**src/rtl/tau_counter_pkg.sv**
```systemverilog
// Shared types and constants for the up/down counter slice.
package tau_counter_pkg;

  typedef enum logic {
    MODE_WRAP     = 1'b0,
    MODE_SATURATE = 1'b1
  } counter_mode_t;

  localparam logic DIR_UP   = 1'b1;
  localparam logic DIR_DOWN = 1'b0;

endpackage

```
**src/rtl/counter_step_unit.sv**
```systemverilog
// Combinational next-value and rollover computation for one count cycle.
// The count range is 0..limit inclusive. All comparisons and sums are done
// one bit wider than the counter so that v+s and v+limit+1 never truncate.
module counter_step_unit
  import tau_counter_pkg::*;
#(
  parameter int WIDTH = 8
) (
  input  logic [WIDTH-1:0] value,
  input  logic [WIDTH-1:0] step,
  input  logic [WIDTH-1:0] limit,
  input  logic             direction,
  input  counter_mode_t    mode,
  output logic [WIDTH-1:0] next_value,
  output logic             rollover
);

  logic [WIDTH:0] v_x;
  logic [WIDTH:0] l_x;
  logic [WIDTH:0] s_x;
  logic [WIDTH:0] sum_x;

  // Clamp the step to the range, then wrap or clamp the stepped value.
  always_comb begin
    v_x        = {1'b0, value};
    l_x        = {1'b0, limit};
    s_x        = (step > limit) ? l_x : {1'b0, step};
    sum_x      = v_x + s_x;
    next_value = value;
    rollover   = 1'b0;

    if (s_x == '0) begin
      // Zero effective step: hold with no event.
      next_value = value;
    end else if (v_x > l_x) begin
      // Value left stranded above a lowered limit: snap back into range.
      next_value = (mode == MODE_SATURATE) ? limit : '0;
      rollover   = 1'b1;
    end else if (direction == DIR_UP) begin
      if (sum_x > l_x) begin
        rollover   = 1'b1;
        next_value = (mode == MODE_SATURATE) ? limit
                   : WIDTH'(sum_x - (l_x + (WIDTH+1)'(1)));
      end else begin
        next_value = WIDTH'(sum_x);
      end
    end else begin
      if (s_x > v_x) begin
        rollover   = 1'b1;
        next_value = (mode == MODE_SATURATE) ? '0
                   : WIDTH'(v_x + l_x + (WIDTH+1)'(1) - s_x);
      end else begin
        next_value = WIDTH'(v_x - s_x);
      end
    end
  end

endmodule

```
**src/rtl/counter_updown.sv**
```systemverilog
// Up/down counter with load, wrap/saturate modes, a programmable inclusive
// upper bound, a one-cycle rollover pulse and a sticky overflow flag.
module counter_updown
  import tau_counter_pkg::*;
#(
  parameter int               WIDTH       = 8,
  parameter logic [WIDTH-1:0] RESET_VALUE = '0
) (
  input  logic             clock,
  input  logic             reset,
  input  logic             enable,
  input  logic             load,
  input  logic             count,
  input  logic             direction,
  input  counter_mode_t    mode,
  input  logic [WIDTH-1:0] step,
  input  logic [WIDTH-1:0] limit,
  input  logic [WIDTH-1:0] load_value,
  input  logic             clear_overflow,
  output logic [WIDTH-1:0] counter_value,
  output logic             at_bound,
  output logic             rollover,
  output logic             sticky_overflow
);

  logic [WIDTH-1:0] counter_q, counter_d;
  logic             rollover_q, rollover_d;
  logic             sticky_q, sticky_d;
  logic [WIDTH-1:0] step_next;
  logic             step_roll;

  counter_step_unit #(
    .WIDTH (WIDTH)
  ) u_step (
    .value      (counter_q),
    .step       (step),
    .limit      (limit),
    .direction  (direction),
    .mode       (mode),
    .next_value (step_next),
    .rollover   (step_roll)
  );

  // Priority: disabled holds, then load, then count, otherwise hold.
  always_comb begin
    counter_d  = counter_q;
    rollover_d = 1'b0;
    if (enable) begin
      if (load) begin
        counter_d = (load_value > limit) ? limit : load_value;
      end else if (count) begin
        counter_d  = step_next;
        rollover_d = step_roll;
      end
    end
    // A new event wins over a simultaneous clear; clear ignores enable.
    if (rollover_d) begin
      sticky_d = 1'b1;
    end else if (clear_overflow) begin
      sticky_d = 1'b0;
    end else begin
      sticky_d = sticky_q;
    end
  end

  // State registers with asynchronous reset.
  always_ff @(posedge clock or posedge reset) begin
    if (reset) begin
      counter_q  <= RESET_VALUE;
      rollover_q <= 1'b0;
      sticky_q   <= 1'b0;
    end else begin
      counter_q  <= counter_d;
      rollover_q <= rollover_d;
      sticky_q   <= sticky_d;
    end
  end

  assign counter_value   = counter_q;
  assign rollover        = rollover_q;
  assign sticky_overflow = sticky_q;
  assign at_bound        = (direction == DIR_UP) ? (counter_q == limit)
                                                 : (counter_q == '0);

endmodule

```
**config.mk**
```make
export PLATFORM = sky130hd
export DESIGN_NAME = counter_updown
export DESIGN_NICKNAME = d
export VERILOG_FILES = /design/src/rtl/tau_counter_pkg.sv /design/src/rtl/counter_step_unit.sv /design/src/rtl/counter_updown.sv
export SDC_FILE = /design/constraint.sdc
export NUM_CORES = 1
export LEC_CHECK = 0
export CORE_MARGIN = 4
export CORE_UTILIZATION = 45
export CTS_CLUSTER_SIZE = 40
export DETAILED_ROUTE_END_ITERATION = 10
export PLACE_DENSITY = 0.67
export SLEW_MARGIN = 40
export SYNTH_ARGS = -nofsm -noshare
export SYNTH_HDL_FRONTEND = slang
export SYNTH_SLANG_ARGS = --single-unit
export TNS_END_PERCENT = 1
```
**constraint.sdc**
```tcl
create_clock -name clock -period 5.35 [get_ports clock]
set_input_delay 1.07 -clock clock [delete_from_list [all_inputs] [get_ports clock]]
set_output_delay 1.07 -clock clock [all_outputs]
set_load 0.03 [all_outputs]
```
==> flow_metrics.env <==
export IMPL_synth_edf_count=0
export IMPL_power_mw=3.35
export IMPL_min_period_over_period_pct=99.5
export IMPL_slew_viol_final=0
export IMPL_critical_path_peak_fanout=6
export IMPL_insertion_delay_ps=250
export IMPL_ant_nets=0
export IMPL_cts_hold_buf=0
export IMPL_totalWireLength_mm=13.2
export IMPL_powerDensity_mw_per_mm2=680
export IMPL_grt_overflow_total=0
export IMPL_tns_ps=0
export IMPL_cts_tree="done"
export IMPL_ys_warn_count=0
export IMPL_switchingPower_mw=1.66
export IMPL_fillerInstances=598
export IMPL_p_leak_nw=2.38
export IMPL_synthDistinctLibCells=64
export IMPL_avgSynthCellArea_um2=7.73
export IMPL_multiInputGateArea_mm2=0.00318
export IMPL_rsz0062_at_grt="true"
export IMPL_drt_iter0_drc=197
export IMPL_status="finished clean"
export IMPL_startpoint_type="primary input"
export IMPL_slew_headroom_pct=55.8
export IMPL_vias=3991
export IMPL_ys_flop_type="dfrtp_1"
export IMPL_skew_ps=11.8
export IMPL_synthCells=445
export IMPL_cts_sinks=10
export IMPL_die_h_um=95.4
export IMPL_max_freq_mhz=188
export IMPL_finalWorstPathRequiredPeriod_ps=5320
export IMPL_antenna_found_initial=1
export IMPL_root_buffer="clkbuf_8"
export IMPL_fin_nets=692
export IMPL_final_seq_area_um2=250
export IMPL_synth_area_mm2=0.00344
export IMPL_start_util_pct=46.9
export IMPL_grt_pass1_vias=4089
export IMPL_gp_congestion=0.991
export IMPL_syn_nets=557
export IMPL_cp_arrival_ps=5450
export IMPL_ys_seq_elements=10
export IMPL_swShare_pct=49.6
export IMPL_finalHoldViolCount=0
export IMPL_criticalPathCategory="primary input to flop"
export IMPL_cts_htree_levels=1
export IMPL_drc=0
export IMPL_hpwlAfterDp_mm=10.2
export IMPL_core_mm2=0.00733
export IMPL_grt_pass1_wl_mm=20.2
export IMPL_cts_path_max_buffers=2
export IMPL_cts_buffers=3
export IMPL_portBuffers=42
export IMPL_setup_viol=0
export IMPL_internal_power_mw=1.69
export IMPL_viasPerCell=5.90
export IMPL_grt_max_degree=25
export IMPL_cp_end_kind="flop"
export IMPL_critical_path_required_ps=5480
export IMPL_dieArea_mm2=0.00911
export IMPL_seq_power_share_pct=6.6
export IMPL_clk_pin_slew_ps=50
export IMPL_worst_pin_slew_ps=661
export IMPL_combPwrFrac_pct=91.0
export IMPL_drv_cap=0
export IMPL_antennaDiodeCount=0
export IMPL_area_growth_pct=43.0
export IMPL_hold_path_class="flop to flop"
export IMPL_async_flop_share_pct=100
export IMPL_rows=31
export IMPL_firstDrtPassIters=5
export IMPL_ios=43
export IMPL_track_usage_pct=29.1
export IMPL_yosysSeqAreaShare_pct=7.27
export IMPL_post_drt_wl_per_cell_um=19.5
export IMPL_clkPwrFrac_pct=2.4
export IMPL_die_w_um=95.4
export IMPL_vdd_drop_max_mv=0.331
export IMPL_drive_above_1_share_pct=28.4
-- repair_timing --
item	CTS	global route
gates cloned	1	0
resized for setup	48	45
setup buffers	20	4
pin swaps	24	27
setup endpoints to repair	10	10
-- final cells by class --
class / count / share of cell area (%)
multi-input cells: 372 / 64.6
clock buffers: 3 / 0.839
flip-flops and latches: 10 / 5.09
inverters: 53 / 4.09
repair buffers: 140 / 22.8
well taps: 99 / 2.52
-- logic make-up after synthesis --
logic type	after synthesis	share of synthesized area, %
AO/OA/AOI/OAI	144	27.8
XOR/XNOR	25	6.36
adder cells (fa/ha/maj)	80	31.3
buffers and inverters	64	7.78
flip-flops	10	7.27
multiplexers	12	3.53
AND/OR/NAND/NOR	110	16.0
-- synthesized netlist by cell type (3+ instances only) --
| master | count | area (um2) |
|---|---|---|
| xor2_1 | 11 | 96.3 |
| a31oi_1 | 8 | 50.1 |
| xnor2_1 | 14 | 123 |
| dfrtp_1 | 10 | 250 |
| a21o_1 | 19 | 143 |
| mux2i_1 | 11 | 110 |
| ha_1 | 70 | 876 |
| nor2_1 | 33 | 124 |
| clkbuf_1 | 6 | 22.5 |
| a221o_1 | 3 | 30.0 |
| o22ai_1 | 5 | 31.3 |
| and3_1 | 3 | 18.8 |
| nor2b_1 | 5 | 31.3 |
| inv_1 | 52 | 195 |
| nand2_1 | 23 | 86.3 |
| fa_1 | 10 | 200 |
| a211o_1 | 3 | 26.3 |
| a21oi_1 | 37 | 185 |
| a211oi_1 | 4 | 30.0 |
| nor3_1 | 7 | 35.0 |
| buf_6 | 3 | 33.8 |
| o21bai_1 | 3 | 22.5 |
| o211ai_1 | 7 | 52.6 |
| o21ai_0 | 29 | 145 |
| nand3_1 | 12 | 60.1 |
| nor4_1 | 8 | 50.1 |
| nand2b_1 | 4 | 25.0 |
| nand4_1 | 3 | 18.8 |
-- final timing paths --
path	cells after the start	start	slack (ps)	endpoint
min in group asynchronous	2	reset	1120	counter_value[2]
worst max-delay path	25	step[2]	30	counter_value[2]
worst max register to register	16	counter_value[1]	1490	counter_value[2]
worst min register to register	1	sticky_overflow	480	sticky_overflow
worst min-delay path	1	sticky_overflow	480	sticky_overflow
max in group asynchronous	2	reset	3920	counter_value[7]
-- placed cells by master, fill, tap and decap left out, types with 4 or more instances in the layout --
cell type        instances
dfrtp_1                 10
nor2_1                  32
o21ai_1                  7
inv_1                   44
fa_1                     9
nand2b_1                 4
o211ai_1                 7
a211oi_1                 4
ha_4                    10
a21o_1                  19
nor2b_1                  5
xnor2_1                 13
o21ai_0                 24
mux2i_1                 11
nand3_1                 10
a21oi_1                 32
buf_4                   93
clkdlybuf4s50_1         25
clkbuf_2                10
a31oi_1                  8
nor4_1                   8
nand2_1                 22
ha_1                    57
o22ai_1                  5
buf_6                    6
inv_2                    7
a21oi_2                  5
nor3_1                   6
xor2_1                  11
-- sequential cells by signal, indices dropped and copies added (netlist names) --
name             count
counter_value        8
sticky_overflow      1
rollover             1
-- layer usage --
layer  GRT usage [%]  share of wire, %  wire (um)
met5               0              0.11         14
met4            11.6               3.5        464
met2            48.5                47       6170
met3            7.34               8.3       1090
met1            35.7                41       5450
-- per-stage QoR --
| stage | setup WS, ps | instances | cell area (um2) | hold WS (ps) | utilization (%) |
|---|---|---|---|---|---|
| CTS | 18.2 | 673 | 4840 | 487 | 66.1 |
| global route | -142 | 677 | 4920 | 492 | 67.1 |
| floorplan | 5.29 | 445 | 3450 | 670 | - |
| finish | 28.4 | 677 | 4920 | 484 | 67.1 |
| detailed placement | -852 | 649 | 4470 | 478 | 61.0 |
| global placement | -642 | 649 | 4480 | 464 | 61.1 |
-- power by group through the flow --
stage               registers (mW)  logic, mW  clock network [mW]
floorplan                    0.241       1.67                   0
global placement             0.219       2.56                   0
detailed placement           0.219       2.60                   0
CTS                          0.219       2.90              0.0802
global route                 0.229       3.30              0.0852
finish                       0.221       3.04              0.0817
-- worst max-delay path, cell delays in order --
cell,delay (ps)
clkdlybuf4s15_1,220
ha_4,290
nand3_2,100
o211ai_1,300
buf_4,190
nand2_4,70
nor2_1,90
a21o_1,110
ha_2,190
inv_2,40
fa_2,370
o21ba_4,250
o221ai_4,180
nor2_2,80
xor2_1,190
ha_1,300
a21oi_2,180
o211ai_1,100
o211ai_1,250
and2_4,250
buf_6,120
mux2i_1,190
nor3_1,60
o21ai_1,140
o21ai_0,90
(Power assumes the default switching activity.)
